`config.mk`:
```
export PLATFORM = sky130hd
export DESIGN_NAME = mdl_abspgcntr
export DESIGN_NICKNAME = d
export VERILOG_FILES = /design/src/rtl/mdl_abspgcntr_pkg.sv /design/src/rtl/mdl_abspgcntr_fa.sv /design/src/rtl/mdl_abspgcntr.sv
export SDC_FILE = /design/constraint.sdc
export NUM_CORES = 1
export LEC_CHECK = 0
export CELL_PAD_IN_SITES_DETAIL_PLACEMENT = 2
export CELL_PAD_IN_SITES_GLOBAL_PLACEMENT = 2
export CORE_MARGIN = 2
export CORE_UTILIZATION = 33
export DETAILED_ROUTE_END_ITERATION = 7
export GPL_TIMING_DRIVEN = 0
export PLACE_DENSITY = 0.8
export REMOVE_ABC_BUFFERS = 1
export SLEW_MARGIN = 30
export SYNTH_ARGS = -nofsm -noshare
export SYNTH_HDL_FRONTEND = slang
export SYNTH_SLANG_ARGS = --single-unit
```
`constraint.sdc`:
```
create_clock -name i_MCLK -period 4.9 [get_ports i_MCLK]
set_input_delay 0.98 -clock i_MCLK [delete_from_list [all_inputs] [get_ports i_MCLK]]
set_output_delay 0.98 -clock i_MCLK [all_outputs]
set_load 0.02 [all_outputs]
```
`src/rtl/mdl_abspgcntr_pkg.sv`:
```
// Shared constants, op encoding and request helpers for the bit-serial absolute page counter.
package mdl_abspgcntr_pkg;

  localparam int CNTR_W     = 12;
  localparam int PAGE_MAX   = 2052;
  localparam int ROT_W      = 20;
  localparam int SLOT_LSB   = 0;
  localparam int SLOT_LATCH = 12;
  localparam int SLOT_CLR   = 19;

  typedef enum logic [1:0] {OP_IDLE, OP_INC, OP_CLR, OP_LD} op_t;

  // Encoding order is not priority order: CLR beats LD beats INC.
  function automatic logic [1:0] op_prio(input op_t op);
    case (op)
      OP_CLR:  return 2'd3;
      OP_LD:   return 2'd2;
      OP_INC:  return 2'd1;
      default: return 2'd0;
    endcase
  endfunction

  function automatic op_t req_decode(input logic clr, input logic ld, input logic adv);
    if (clr)      return OP_CLR;
    else if (ld)  return OP_LD;
    else if (adv) return OP_INC;
    else          return OP_IDLE;
  endfunction

endpackage

```
`src/rtl/mdl_abspgcntr_fa.sv`:
```
// One-bit full adder; used with b tied low as the serial incrementer cell.
module mdl_abspgcntr_fa (
  input  logic a,
  input  logic b,
  input  logic ci,
  output logic s,
  output logic co
);

  assign s  = a ^ b ^ ci;
  assign co = (a & b) | (ci & (a ^ b));

endmodule

```
`src/rtl/mdl_abspgcntr.sv`:
```
// Bit-serial absolute page counter: recirculating 12-bit register streamed LSB-first in slots 0..11,
// with one increment/clear/load op per 20-slot frame.
module mdl_abspgcntr
  import mdl_abspgcntr_pkg::*;
(
  input  logic              i_MCLK,
  input  logic              i_RST_n,
  input  logic              i_CLK2M_PCEN_n,
  input  logic [ROT_W-1:0]  i_ROT20_n,
  input  logic              i_PGADV,
  input  logic              i_ABSPG_CLR,
  input  logic              i_ABSPG_LD,
  input  logic              i_LD_BIT,
  output logic              o_ABSPGCNTR_LSB,
  output logic [CNTR_W-1:0] o_ABSPG,
  output logic              o_ABSPG_WRAP,
  output logic              o_BUSY
);

  localparam logic [CNTR_W-1:0] PAGE_MAX_BITS = CNTR_W'(PAGE_MAX);

  logic              en;
  logic              shift_slot;
  logic              latch_slot;
  logic              clr_slot;
  logic              pm_bit;
  logic              bit_out;
  logic              in_bit;
  logic              sum_bit;
  logic              carry_out;
  logic [CNTR_W-1:0] sr;
  op_t               pend_op;
  op_t               act_op;
  op_t               req_op;
  logic              carry;
  logic              neq;
  logic              eq;
  logic              wrap;

  // A rotator with no slot asserted is treated as "no slot": nothing advances.
  assign en         = ~i_CLK2M_PCEN_n & ~(&i_ROT20_n);
  assign shift_slot = |(~i_ROT20_n[SLOT_LSB +: CNTR_W]);
  assign latch_slot = ~i_ROT20_n[SLOT_LATCH];
  assign clr_slot   = ~i_ROT20_n[SLOT_CLR];
  assign pm_bit     = |(~i_ROT20_n[SLOT_LSB +: CNTR_W] & PAGE_MAX_BITS);
  assign bit_out    = sr[0];
  assign req_op     = req_decode(i_ABSPG_CLR, i_ABSPG_LD, i_PGADV);

  mdl_abspgcntr_fa u_fa (
    .a  (bit_out),
    .b  (1'b0),
    .ci (carry),
    .s  (sum_bit),
    .co (carry_out)
  );

  always_comb begin
    in_bit = bit_out;
    case (act_op)
      OP_INC:  in_bit = eq ? 1'b0 : sum_bit;
      OP_CLR:  in_bit = 1'b0;
      OP_LD:   in_bit = i_LD_BIT;
      default: in_bit = bit_out;
    endcase
  end

  always_ff @(posedge i_MCLK or negedge i_RST_n) begin
    if (!i_RST_n) begin
      sr      <= '0;
      pend_op <= OP_IDLE;
      act_op  <= OP_IDLE;
      carry   <= 1'b0;
      neq     <= 1'b0;
      eq      <= 1'b0;
      wrap    <= 1'b0;
      o_ABSPG <= '0;
    end else if (en) begin
      wrap <= 1'b0;
      if (shift_slot) begin
        sr  <= {in_bit, sr[CNTR_W-1:1]};
        neq <= neq | (bit_out ^ pm_bit);
        if (act_op == OP_INC) carry <= carry_out;
      end
      if (latch_slot) begin
        o_ABSPG <= sr;
        eq      <= ~neq;
        wrap    <= (act_op == OP_INC) && eq;
      end
      // A request in the hand-over cycle stays pending for the frame after next.
      if (clr_slot) begin
        act_op  <= pend_op;
        pend_op <= req_op;
        neq     <= 1'b0;
        carry   <= (pend_op == OP_INC);
      end else if (op_prio(req_op) > op_prio(pend_op)) begin
        pend_op <= req_op;
      end
    end
  end

  assign o_ABSPGCNTR_LSB = sr[0];
  assign o_ABSPG_WRAP    = wrap;
  assign o_BUSY          = (pend_op != OP_IDLE) || (act_op != OP_IDLE);

endmodule

```
[Word-level counts from Yosys, hierarchy flattened]
Cells that the tools add are included.
Widths: inputs -> output; s select.
Storage, ports and cells
  logic and storage cells: 64
  output and inout bits: 15
  bits of input ports: 27
  register bits: 32
Cells by class
  magnitude comparators: 1
  equal/unequal tests: 12
  multiplexer cells: 19
  reduce and logical (&&, ||, !) cells: 13
  bitwise gates (word level): 11
Operator list (number)
  $reduce_and 20->1: 1
  $mux 2: 8
  $eq 2x2->1 const B: 6
  $not 12->12: 1
  $pmux 2 s3: 2
  $reduce_or 12->1: 1
  $reduce_and 2->1: 5
  $mux 1: 8
  $eq 2x1->1 const B: 3
  $ne 2x1->1 const B: 3
  $not 1->1: 5
  $reduce_bool 2->1: 2
  $pmux 1 s3: 1
  $reduce_and 3->1: 1
  $and 1x1->1: 2
  $gt 2x2->1: 1
  $reduce_or 2->1: 1
  $xor 1x1->1: 2
  $logic_and 1x1->1: 1
  $logic_or 1x1->1: 1
  $or 1x1->1: 1

[Longest topological paths before layout]
Gate-level depths: netlist of the first run.
  word-level depth: 10
  gate-level depth with buffers: 8
  depth with buffers taken out: 8

[By module]
A second synthesis of the first run with hierarchy kept.
Unflattened totals
  cells, all modules: 113
  area, all modules: 1517.7 um2
Modules (own cells, without submodules)
  mdl_abspgcntr: seq. area each 800.8 um2, cells an instance 112, times used 1, area an instance 1497.7 um2
  mdl_abspgcntr_fa: seq. area each 0.0 um2, cells an instance 1, times used 1, area an instance 20.0 um2

[Worst setup path before layout of the first run]
Ideal clock, no wire load.
  kind: input-to-reg
  start point: input i_ABSPG_CLR
  end point: register pend_op[1]
  data required time: 4.775 ns
  setup slack: 2.445 ns
  stages: 6
  setup time: 0.125 ns
  arrival: 2.330 ns
  buffers on the path: 0
  path through: or2_2 -> ha_1 -> nor2b_1 -> o21ai_0 -> a221o_1 -> mux2_2
Between the ends
  cells in the longest elaborated chain, start to end: 8
  elaborated cells between the ends (all ways): 12
  classes of those cells: order compare (1); eq/ne (4); mux (6); reduce/logical (1)
Ends and longest elaborated chain
  start, declared: RTL line mdl_abspgcntr.sv:11  | input logic i_ABSPG_CLR,
  $mux 2 *: RTL line mdl_abspgcntr_pkg.sv:24  | if (clr) return OP_CLR;
  $eq 2x1->1 or $eq 2x2->1 (tied branches): RTL line mdl_abspgcntr_pkg.sv:15  | case (op)
  $pmux 2 s3: RTL line mdl_abspgcntr_pkg.sv:15
  $mux 2: RTL line mdl_abspgcntr.sv:90  | if (clr_slot) begin
  $mux 2: RTL line mdl_abspgcntr.sv:77  | end else if (en) begin
  $gt 2x2->1: RTL line mdl_abspgcntr.sv:95  | end else if (op_prio(req_op) > op_prio(pend_op)) begin
  $ne 2x1->1 (no source line)
  $reduce_and 2->1 (no source line)
  end signal, assigned: RTL line mdl_abspgcntr.sv:92  | pend_op <= req_op;
  end signal, assigned: RTL line mdl_abspgcntr.sv:96  | pend_op <= req_op;
  end, declared: RTL line mdl_abspgcntr.sv:32  | op_t pend_op;
Mark *: on every way between the ends. The rest lies on a longest branch, timed or not. The select of a mux whose other input is x is not followed.
A chain may end at the register's enable or synchronous reset.

[Worst setup path in the final report of the first run]
Ends and elaborated chain as after synthesis.

==> results of run 1 <==
==> routing by layer <==
layer  part of all wire, %  vias up  global-route usage (%)
met5                     0        -                       0
met4                   1.2        0                    5.03
met3                   7.4        4                    5.77
met2                    50       38                    25.9
met1                    41      531                    17.7
li1                      -      496                       -
==> final cells by class <==
| class | instances | area (um^2) |
|---|---|---|
| multi-input cells | 75 | 676 |
| repair buffers | 41 | 405 |
| fillers | 446 | 2310 |
| flip-flops and latches | 32 | 801 |
| clock buffers | 5 | 68.8 |
| well taps | 52 | 65.1 |
| clock inverters | 3 | 42.5 |
| inverters | 4 | 15.0 |
==> stage by stage <==
stage / total power (uW) / util (%) / std cells
after floorplan: 718 / - / 111
after global placement: 899 / 44.8 / 204
after detailed placement: 933 / 44.7 / 204
after CTS: 1200 / 47.3 / 212
after global routing: 1250 / 47.3 / 212
final: 1170 / 47.3 / 212
==> logic make-up after synthesis <==
group / count (synthesis)
AOI/OAI and AO/OA: 14
xor gates and xnor gates: 1
adders and majority gates: 7
buffers and inverters: 6
DFF: 32
muxes: 28
and+or+nand+nor: 25
==> placed cells by master, fill, tap and decap left out, types with 2 or more instances in the layout <==
cell type,netlist,layout
clkbuf_8,0,5
nor2b_1,2,2
inv_1,4,4
mux2_4,7,7
clkdlybuf4s50_1,0,40
dfrtp_1,32,32
nand2_1,6,6
ha_1,7,7
a21oi_1,4,4
nor2_1,8,7
nand4_2,2,2
mux2_2,20,20
o21ai_0,2,2
a22oi_1,2,2
nand4_1,3,3
==> path summary, 6_finish.rpt <==
check,from,to,slack (ns),cells past startpoint
hold reg to reg,neq,eq,0.45,1
setup / recovery,i_ABSPG_CLR,pend_op[1],2.16,7
max in group asynchronous,i_RST_n,o_ABSPG[10],3.71,1
setup reg to reg,pend_op[0],pend_op[1],2.85,8
hold / removal,neq,eq,0.45,1
min in group asynchronous,i_RST_n,sr[8],0.73,1
==> sequential cells by signal (all words and copies together) (netlist names) <==
register and flops:
sr 12, neq 1, carry 1, o_ABSPG 12, o_ABSPG_WRAP 1, eq 1
pend_op 2, act_op 2
==> critical path, cell delays in order <==
cell and delay, ns:
clkdlybuf4s50_1 0.44, or2_2 0.33, ha_1 0.31, nor2b_1 0.13, o21ai_0 0.16, a221o_1 0.22, mux2_2 0.34
==> power breakdown <==
part           switching, uW  internal (uW)
clock                    102            150
sequential              93.1            383
combinational            192            253
total                    388            787
==> results.sh, run 1 <==
export IMPL_outcome="finished, final reports clean"
export IMPL_portBuffers=41
export IMPL_slew_headroom_pct=46.2
export IMPL_min_path_type="register to register"
export IMPL_clk_latency_ns=0.29
export IMPL_vias_per_cell=5.04
export IMPL_yosysTopAreaCellShare_pct=53.1
export IMPL_start_util_pct=34.4
export IMPL_drive_gt1_share_pct=25.6
export IMPL_cts_made_buffers=5
export IMPL_synth_cell_types=27
export IMPL_post_cts_resized=0
export IMPL_synth_fa_ha_area_share_pct=5.80
export IMPL_postCtsSetupBuffers=0
export IMPL_post_route_cell_area_um2=2070
export IMPL_die_h_um=71.6
export IMPL_clockBufferDepth=2
export IMPL_ys_flop_type="dfrtp_1"
export IMPL_grt_max_degree=33
export IMPL_clk_pin_slew_ns=0.07
export IMPL_cts_hold_buf=0
export IMPL_synthArstFlopShare_pct=100
export IMPL_die_x_um=71.6
export IMPL_setup_violations=0
export IMPL_route_detailed_drc=0
export IMPL_synth_area_leaders="dfrtp_1, mux2_2, mux2_4, ha_1, nor2_1"
export IMPL_dieArea_um2=5130
export IMPL_vdd_drop_max_v=0.000225
export IMPL_fin_crit_ns=2.74
export IMPL_cts_sinks=32
export IMPL_synth_area_per_cell_um2=13.4
export IMPL_syn_inst=113
export IMPL_synth_top_family_by_area="multiplexers"
export IMPL_fin_nets=193
export IMPL_antenna_found_initial=0
export IMPL_whs_ns=0.447
export IMPL_drt_iter0_markers=23
export IMPL_cts_max_level=2
export IMPL_end_kind="register"
export IMPL_worstMarginPinSlew_ns=0.807
export IMPL_final_setup_tns_ns=0
export IMPL_cp_arrival_ns=2.92
export IMPL_timing_fmax_ghz=0.365
export IMPL_grt_pass1_vias=1212
export IMPL_period_share_pct=56.0
export IMPL_cts_tree="yes"
export IMPL_coreArea_um2=4380
export IMPL_muxShareOfSynthArea_pct=22.6
export IMPL_p_leak_uw=0.000920
export IMPL_slew_violations=0
export IMPL_finalClockSkew_ns=0.00811
export IMPL_synth_area_um2=1510
export IMPL_post_drt_wl_per_cell_um=16.9
export IMPL_vias=1069
export IMPL_synth_top_area_cell="dfrtp_1"
export IMPL_drt_wl_total_um=3580
export IMPL_yosys_area_share_simple_pct=8.71
export IMPL_grt_use_total_pct=15.2
export IMPL_cp_max_fo=3
export IMPL_cap_violations=0
export IMPL_synth_edff_count=0
export IMPL_gp_congestion=0.700
export IMPL_synth_compound_area_share_pct=6.97
export IMPL_final_hold_viol_count=0
export IMPL_cp_required_ns=5.08
export IMPL_timing_worst_setup_path_type="primary input to register"
export IMPL_rows=24
export IMPL_root_buffer="clkbuf_8"
export IMPL_place_area_um2=1960
export IMPL_hpwl_um=2660
export IMPL_synthToLayoutAreaGrowth_pct=37.4
export IMPL_grt_pass1_wl_um=5840
export IMPL_antenna_left=0
export IMPL_synth_common_cells="dfrtp_1, mux2_2, nor2_1"
export IMPL_first_pass_iters=4
export IMPL_fin_ws_ns=2.16
export IMPL_start_kind="primary input"
export IMPL_synth_seq_area_share_pct=53.1
export IMPL_pre_cts_slack_ns=1.83
export IMPL_insertedDiodeCount=0
export IMPL_power_density_nw_per_um2=566
export IMPL_ys_warn_count=0
export IMPL_synthXorXnorAreaFrac_pct=0.580
export IMPL_overflow=0
export IMPL_synth_seq_cells=32
export IMPL_yosys_cell_count_top_type="dfrtp_1"
export IMPL_rsz0062_at_grt="no"
export IMPL_pin_count=42
Power figures use the tool's default switching activity.
==> run 2, diff against run 1 <==
--- a/config.mk
+++ b/config.mk
@@ -8,10 +8,10 @@
 export CELL_PAD_IN_SITES_DETAIL_PLACEMENT = 2
 export CELL_PAD_IN_SITES_GLOBAL_PLACEMENT = 2
 export CORE_MARGIN = 2
-export CORE_UTILIZATION = 33
+export CORE_UTILIZATION = 31
 export DETAILED_ROUTE_END_ITERATION = 7
 export GPL_TIMING_DRIVEN = 0
-export PLACE_DENSITY = 0.8
+export PLACE_DENSITY = 0.75
 export REMOVE_ABC_BUFFERS = 1
 export SLEW_MARGIN = 30
 export SYNTH_ARGS = -nofsm -noshare
==> constraint.sdc (replaced) <==
create_clock -name i_MCLK -period 2.85 [get_ports i_MCLK]
set_input_delay 0.57 -clock i_MCLK [delete_from_list [all_inputs] [get_ports i_MCLK]]
set_output_delay 0.57 -clock i_MCLK [all_outputs]
set_load 0.02 [all_outputs]
==> results.sh, run 2 (same netlist as run 1, synthesis figures left out) <==
export IMPL_power_density_nw_per_um2=966
export IMPL_first_pass_iters=2
export IMPL_fin_nets=193
export IMPL_grt_pass1_vias=1294
export IMPL_post_drt_wl_per_cell_um=16.5
export IMPL_setup_violations=0
export IMPL_post_route_cell_area_um2=2090
export IMPL_pin_count=42
export IMPL_cp_max_fo=3
export IMPL_clockBufferDepth=2
export IMPL_finalClockSkew_ns=0.00923
export IMPL_timing_worst_setup_path_type="primary input to register"
export IMPL_end_kind="register"
export IMPL_fin_ws_ns=0.471
export IMPL_pre_cts_slack_ns=0.176
export IMPL_cts_tree="yes"
export IMPL_worstMarginPinSlew_ns=0.832
export IMPL_reg2reg_to="pend_op[1]"
export IMPL_reg2regPathDepth=8
export IMPL_synthToLayoutAreaGrowth_pct=38.6
export IMPL_slew_violations=0
export IMPL_grt_max_degree=33
export IMPL_grt_use_total_pct=15.4
export IMPL_start_util_pct=31.9
export IMPL_antenna_found_initial=0
export IMPL_top_regs="o_ABSPG x12, sr x12"
export IMPL_grt_pass1_wl_um=6130
export IMPL_final_common_cell="clkdlybuf4s50_1"
export IMPL_overflow=0
export IMPL_worst_r2r_setup_slack_ns=0.76
export IMPL_root_buffer="clkbuf_8"
export IMPL_total_power_uw=2020
export IMPL_final_hold_viol_count=0
export IMPL_route_detailed_drc=0
export IMPL_fin_crit_ns=2.38
export IMPL_min_path_type="primary input to async pin"
export IMPL_final_cell_mix="clkdlybuf4s50_1, dfrtp_1, mux2_2"
export IMPL_clk_latency_ns=0.29
export IMPL_vdd_drop_max_v=0.000482
export IMPL_die_x_um=73.8
export IMPL_cap_violations=0
export IMPL_portBuffers=41
export IMPL_vias_per_cell=4.74
export IMPL_final_util_pct=44.3
export IMPL_clk_pin_slew_ns=0.07
export IMPL_cts_hold_buf=0
export IMPL_dieArea_um2=5440
export IMPL_cts_sinks=32
export IMPL_outcome="finished, final reports clean"
export IMPL_slew_headroom_pct=44.5
export IMPL_drt_wl_total_um=3740
export IMPL_vias=1076
export IMPL_cts_max_level=2
export IMPL_start_kind="primary input"
export IMPL_die_h_um=73.8
export IMPL_place_area_um2=1980
export IMPL_drive_gt1_share_pct=25.6
export IMPL_r2r_start="pend_op[0]"
export IMPL_coreArea_um2=4720
export IMPL_p_leak_uw=0.000920
export IMPL_period_share_pct=83.5
export IMPL_post_cts_resized=0
export IMPL_drt_iter0_markers=15
export IMPL_final_setup_tns_ns=0
export IMPL_timing_fmax_ghz=0.420
export IMPL_cp_required_ns=3.02
export IMPL_rows=25
export IMPL_postCtsSetupBuffers=0
export IMPL_insertedDiodeCount=0
export IMPL_cts_made_buffers=5
export IMPL_hpwl_um=2790
export IMPL_cp_arrival_ns=2.55
export IMPL_gp_congestion=0.746
export IMPL_antenna_left=0
export IMPL_rsz0062_at_grt="no"
[run 2: cell counts in the layout (fill, tap and decap cells not counted)]
Identical to the previous run, type by type.
[run 2: worst max path at each step]
stage / slack, ns / from / endpoint
finish: 0.47 / i_ABSPG_CLR / pend_op[1]
global route: 0.39 / i_ABSPG_CLR / pend_op[1]
CTS: 0.49 / i_ABSPG_CLR / pend_op[1]
detailed placement: 0.18 / i_ABSPG_CLR / pend_op[1]
global placement: 0.17 / i_CLK2M_PCEN_n / o_ABSPG[4]
floorplan: 0.81 / i_ABSPG_CLR / pend_op[1]
[run 2: cell type report]
type | instances | area (um^2)
tap | 67 | 83.8
clock buffer | 5 | 68.8
timing repair buffer | 41 | 405
fill | 469 | 2630
multi-input combinational | 75 | 676
inverter | 4 | 15.0
sequential | 32 | 801
clock inverter | 3 | 42.5
[run 2: routing by layer]
metal  wire length (um)  GRT usage [%]
met5                  0              0
met4                 38           4.85
met3                247           5.62
met2               1860           26.7
met1               1590           17.7
[run 2: critical path: stages]
cell and delay [ns]:
clkdlybuf4s50_1 0.44, or2_2 0.32, ha_1 0.32, nor2b_1 0.14, o21ai_0 0.16, a221o_1 0.23, mux2_2 0.36
[run 2: power by group]
part | leakage [uW] | internal [uW] | switching [uW] | total, uW
Combinational | 0.000479 | 437 | 336 | 773
Sequential | 0.000386 | 658 | 159 | 817
Clock | 0.0000541 | 258 | 173 | 431
[run 2: through the flow]
stage               hold WS, ns  cells
global placement          0.426    219
CTS                       0.346    227
global route              0.372    227
finish                    0.329    227
detailed placement        0.449    219
floorplan                 0.274    111
==> run 3, diff against run 2 <==
--- a/config.mk
+++ b/config.mk
@@ -8,10 +8,10 @@
 export CELL_PAD_IN_SITES_DETAIL_PLACEMENT = 2
 export CELL_PAD_IN_SITES_GLOBAL_PLACEMENT = 2
 export CORE_MARGIN = 2
-export CORE_UTILIZATION = 31
+export CORE_UTILIZATION = 28
 export DETAILED_ROUTE_END_ITERATION = 7
 export GPL_TIMING_DRIVEN = 0
-export PLACE_DENSITY = 0.75
+export PLACE_DENSITY = 0.72
 export REMOVE_ABC_BUFFERS = 1
 export SLEW_MARGIN = 30
 export SYNTH_ARGS = -nofsm -noshare
==> constraint.sdc (replaced) <==
create_clock -name i_MCLK -period 2.15 [get_ports i_MCLK]
set_input_delay 0.43 -clock i_MCLK [delete_from_list [all_inputs] [get_ports i_MCLK]]
set_output_delay 0.43 -clock i_MCLK [all_outputs]
set_load 0.02 [all_outputs]
==> results.sh, run 3 (same netlist as run 1, synthesis figures left out) <==
export IMPL_outcome="finished, final reports clean"
export IMPL_die_x_um=77.4
export IMPL_final_setup_tns_ns=0
export IMPL_grt_pass1_wl_um=6600
export IMPL_slew_headroom_pct=45.9
export IMPL_first_pass_iters=4
export IMPL_fin_crit_ns=2.09
export IMPL_antenna_found_initial=0
export IMPL_reg2reg_to="pend_op[1]"
export IMPL_clockBufferDepth=2
export IMPL_drt_wl_total_um=3860
export IMPL_period_share_pct=97.3
export IMPL_p_clk_share_pct=20.9
export IMPL_final_common_cell="clkdlybuf4s50_1"
export IMPL_timing_worst_setup_path_type="primary input to register"
export IMPL_route_detailed_drc=0
export IMPL_coreArea_um2=5140
export IMPL_portBuffers=41
export IMPL_power_density_nw_per_um2=1280
export IMPL_min_path_type="primary input to async pin"
export IMPL_worstMarginPinSlew_ns=0.811
export IMPL_die_h_um=77.4
export IMPL_crit_slowest_cell="clkdlybuf4s50_1"
export IMPL_final_hold_viol_count=0
export IMPL_seq_power_share_pct=40.4
export IMPL_root_buffer="clkbuf_8"
export IMPL_start_util_pct=29.4
export IMPL_grt_max_degree=33
export IMPL_clk_pin_slew_ns=0.07
export IMPL_slew_violations=0
export IMPL_place_area_um2=1980
export IMPL_drive_gt1_share_pct=26.3
export IMPL_insertedDiodeCount=0
export IMPL_synthToLayoutAreaGrowth_pct=40.0
export IMPL_setup_violations=0
export IMPL_switching_share_pct=33.1
export IMPL_final_cell_mix="clkdlybuf4s50_1, dfrtp_1, mux2_2"
export IMPL_rsz0062_at_grt="yes"
export IMPL_hpwl_um=2760
export IMPL_cp_required_ns=2.32
export IMPL_cts_tree="yes"
export IMPL_pin_count=42
export IMPL_p_leak_uw=0.000922
export IMPL_finalClockSkew_ns=0.00708
export IMPL_crit_path_end="pend_op[1]"
export IMPL_cts_sinks=32
export IMPL_cp_startpoint="i_ABSPG_CLR"
export IMPL_fin_nets=193
export IMPL_postCtsSetupBuffers=0
export IMPL_worst_r2r_setup_slack_ns=0.13
export IMPL_post_drt_wl_per_cell_um=16.8
export IMPL_rows=26
export IMPL_top_regs="o_ABSPG x12, sr x12"
export IMPL_drt_iter0_markers=19
export IMPL_critPathMaxStageDelay_ns=0.44
export IMPL_cap_violations=0
export IMPL_vdd_drop_max_v=0.000676
export IMPL_start_kind="primary input"
export IMPL_dieArea_um2=5990
export IMPL_cts_max_level=2
export IMPL_reg2regPathDepth=8
export IMPL_cp_max_fo=3
export IMPL_gp_congestion=0.739
export IMPL_antenna_left=0
export IMPL_end_kind="register"
export IMPL_pre_cts_slack_ns=-0.342
export IMPL_whs_ns=0.197
export IMPL_vias_per_cell=4.68
export IMPL_power_switching_uw=894
export IMPL_p_int_uw=1810
export IMPL_cts_hold_buf=0
export IMPL_cts_made_buffers=5
export IMPL_total_power_uw=2710
export IMPL_vias=1077
export IMPL_post_route_cell_area_um2=2110
export IMPL_pwr_share_comb_pct=38.7
export IMPL_overflow=0
export IMPL_fin_ws_ns=0.0585
export IMPL_grt_use_total_pct=14.3
export IMPL_timing_fmax_ghz=0.478
export IMPL_grt_pass1_vias=1232
export IMPL_cp_arrival_ns=2.26
export IMPL_clk_latency_ns=0.29
export IMPL_r2r_start="pend_op[0]"
export IMPL_crit_chain="clkdlybuf4s50_1, or2_4, ha_4, nor2b_1, o21ai_0, a221o_1, mux2_2"
run 3: how the worst min path moves through the flow:
stage	from	end	slack, ns	depth (start not counted)
after floorplan	i_RST_n	act_op[0]	0.13	0
after CTS	i_RST_n	o_ABSPG[1]	0.21	1
after global routing	i_RST_n	sr[2]	0.24	1
after detailed placement	neq	eq	0.46	1
final	i_RST_n	act_op[1]	0.20	1
after global placement	neq	eq	0.42	1
run 3: what timing repair did:
action                     CTS  global route
setup endpoints to repair    1             2
hold endpoints to repair     0             0
pin swaps                    1             0
gates resized for setup      2             2
run 3: through the flow:
step	util (%)	instances
floorplan	-	111
global placement	38.7	222
detailed placement	38.6	222
CTS	41.0	230
global route	41.1	230
finish	41.1	230
run 3: cell type report:
class / count / area [um^2]
Clock inverter: 2 / 35.0
Fill cell: 557 / 3030
Multi-Input combinational cell: 75 / 693
Tap cell: 70 / 87.6
Inverter: 4 / 15.0
Sequential cell: 32 / 801
Clock buffer: 6 / 72.6
Timing Repair Buffer: 41 / 408
run 3: power groups by stage:
| stage | Sequential, uW | Clock (uW) | Combinational, uW |
|---|---|---|---|
| after global routing | 1150 | 619 | 1150 |
| after global placement | 1070 | 0 | 987 |
| after floorplan | 1180 | 0 | 453 |
| after detailed placement | 1100 | 0 | 1030 |
| after CTS | 1100 | 583 | 1070 |
| final | 1090 | 565 | 1050 |
run 3: layer usage:
layer | track usage (%) | wire length, um | vias up
li1 | - | - | 497
met1 | 17.3 | 1670 | 535
met2 | 23.8 | 1900 | 40
met5 | 0 | 0 | -
met3 | 5.47 | 268 | 5
met4 | 3.75 | 27 | 0
run 3: worst max-delay path, delay by kind of cell:
kind / cells / cell delay, ns
AOI/OAI and AO/OA: 2 / 0.45
buffers and inverters: 1 / 0.44
and+or+nand+nor: 2 / 0.39
muxes: 1 / 0.28
adders and majority gates: 1 / 0.26
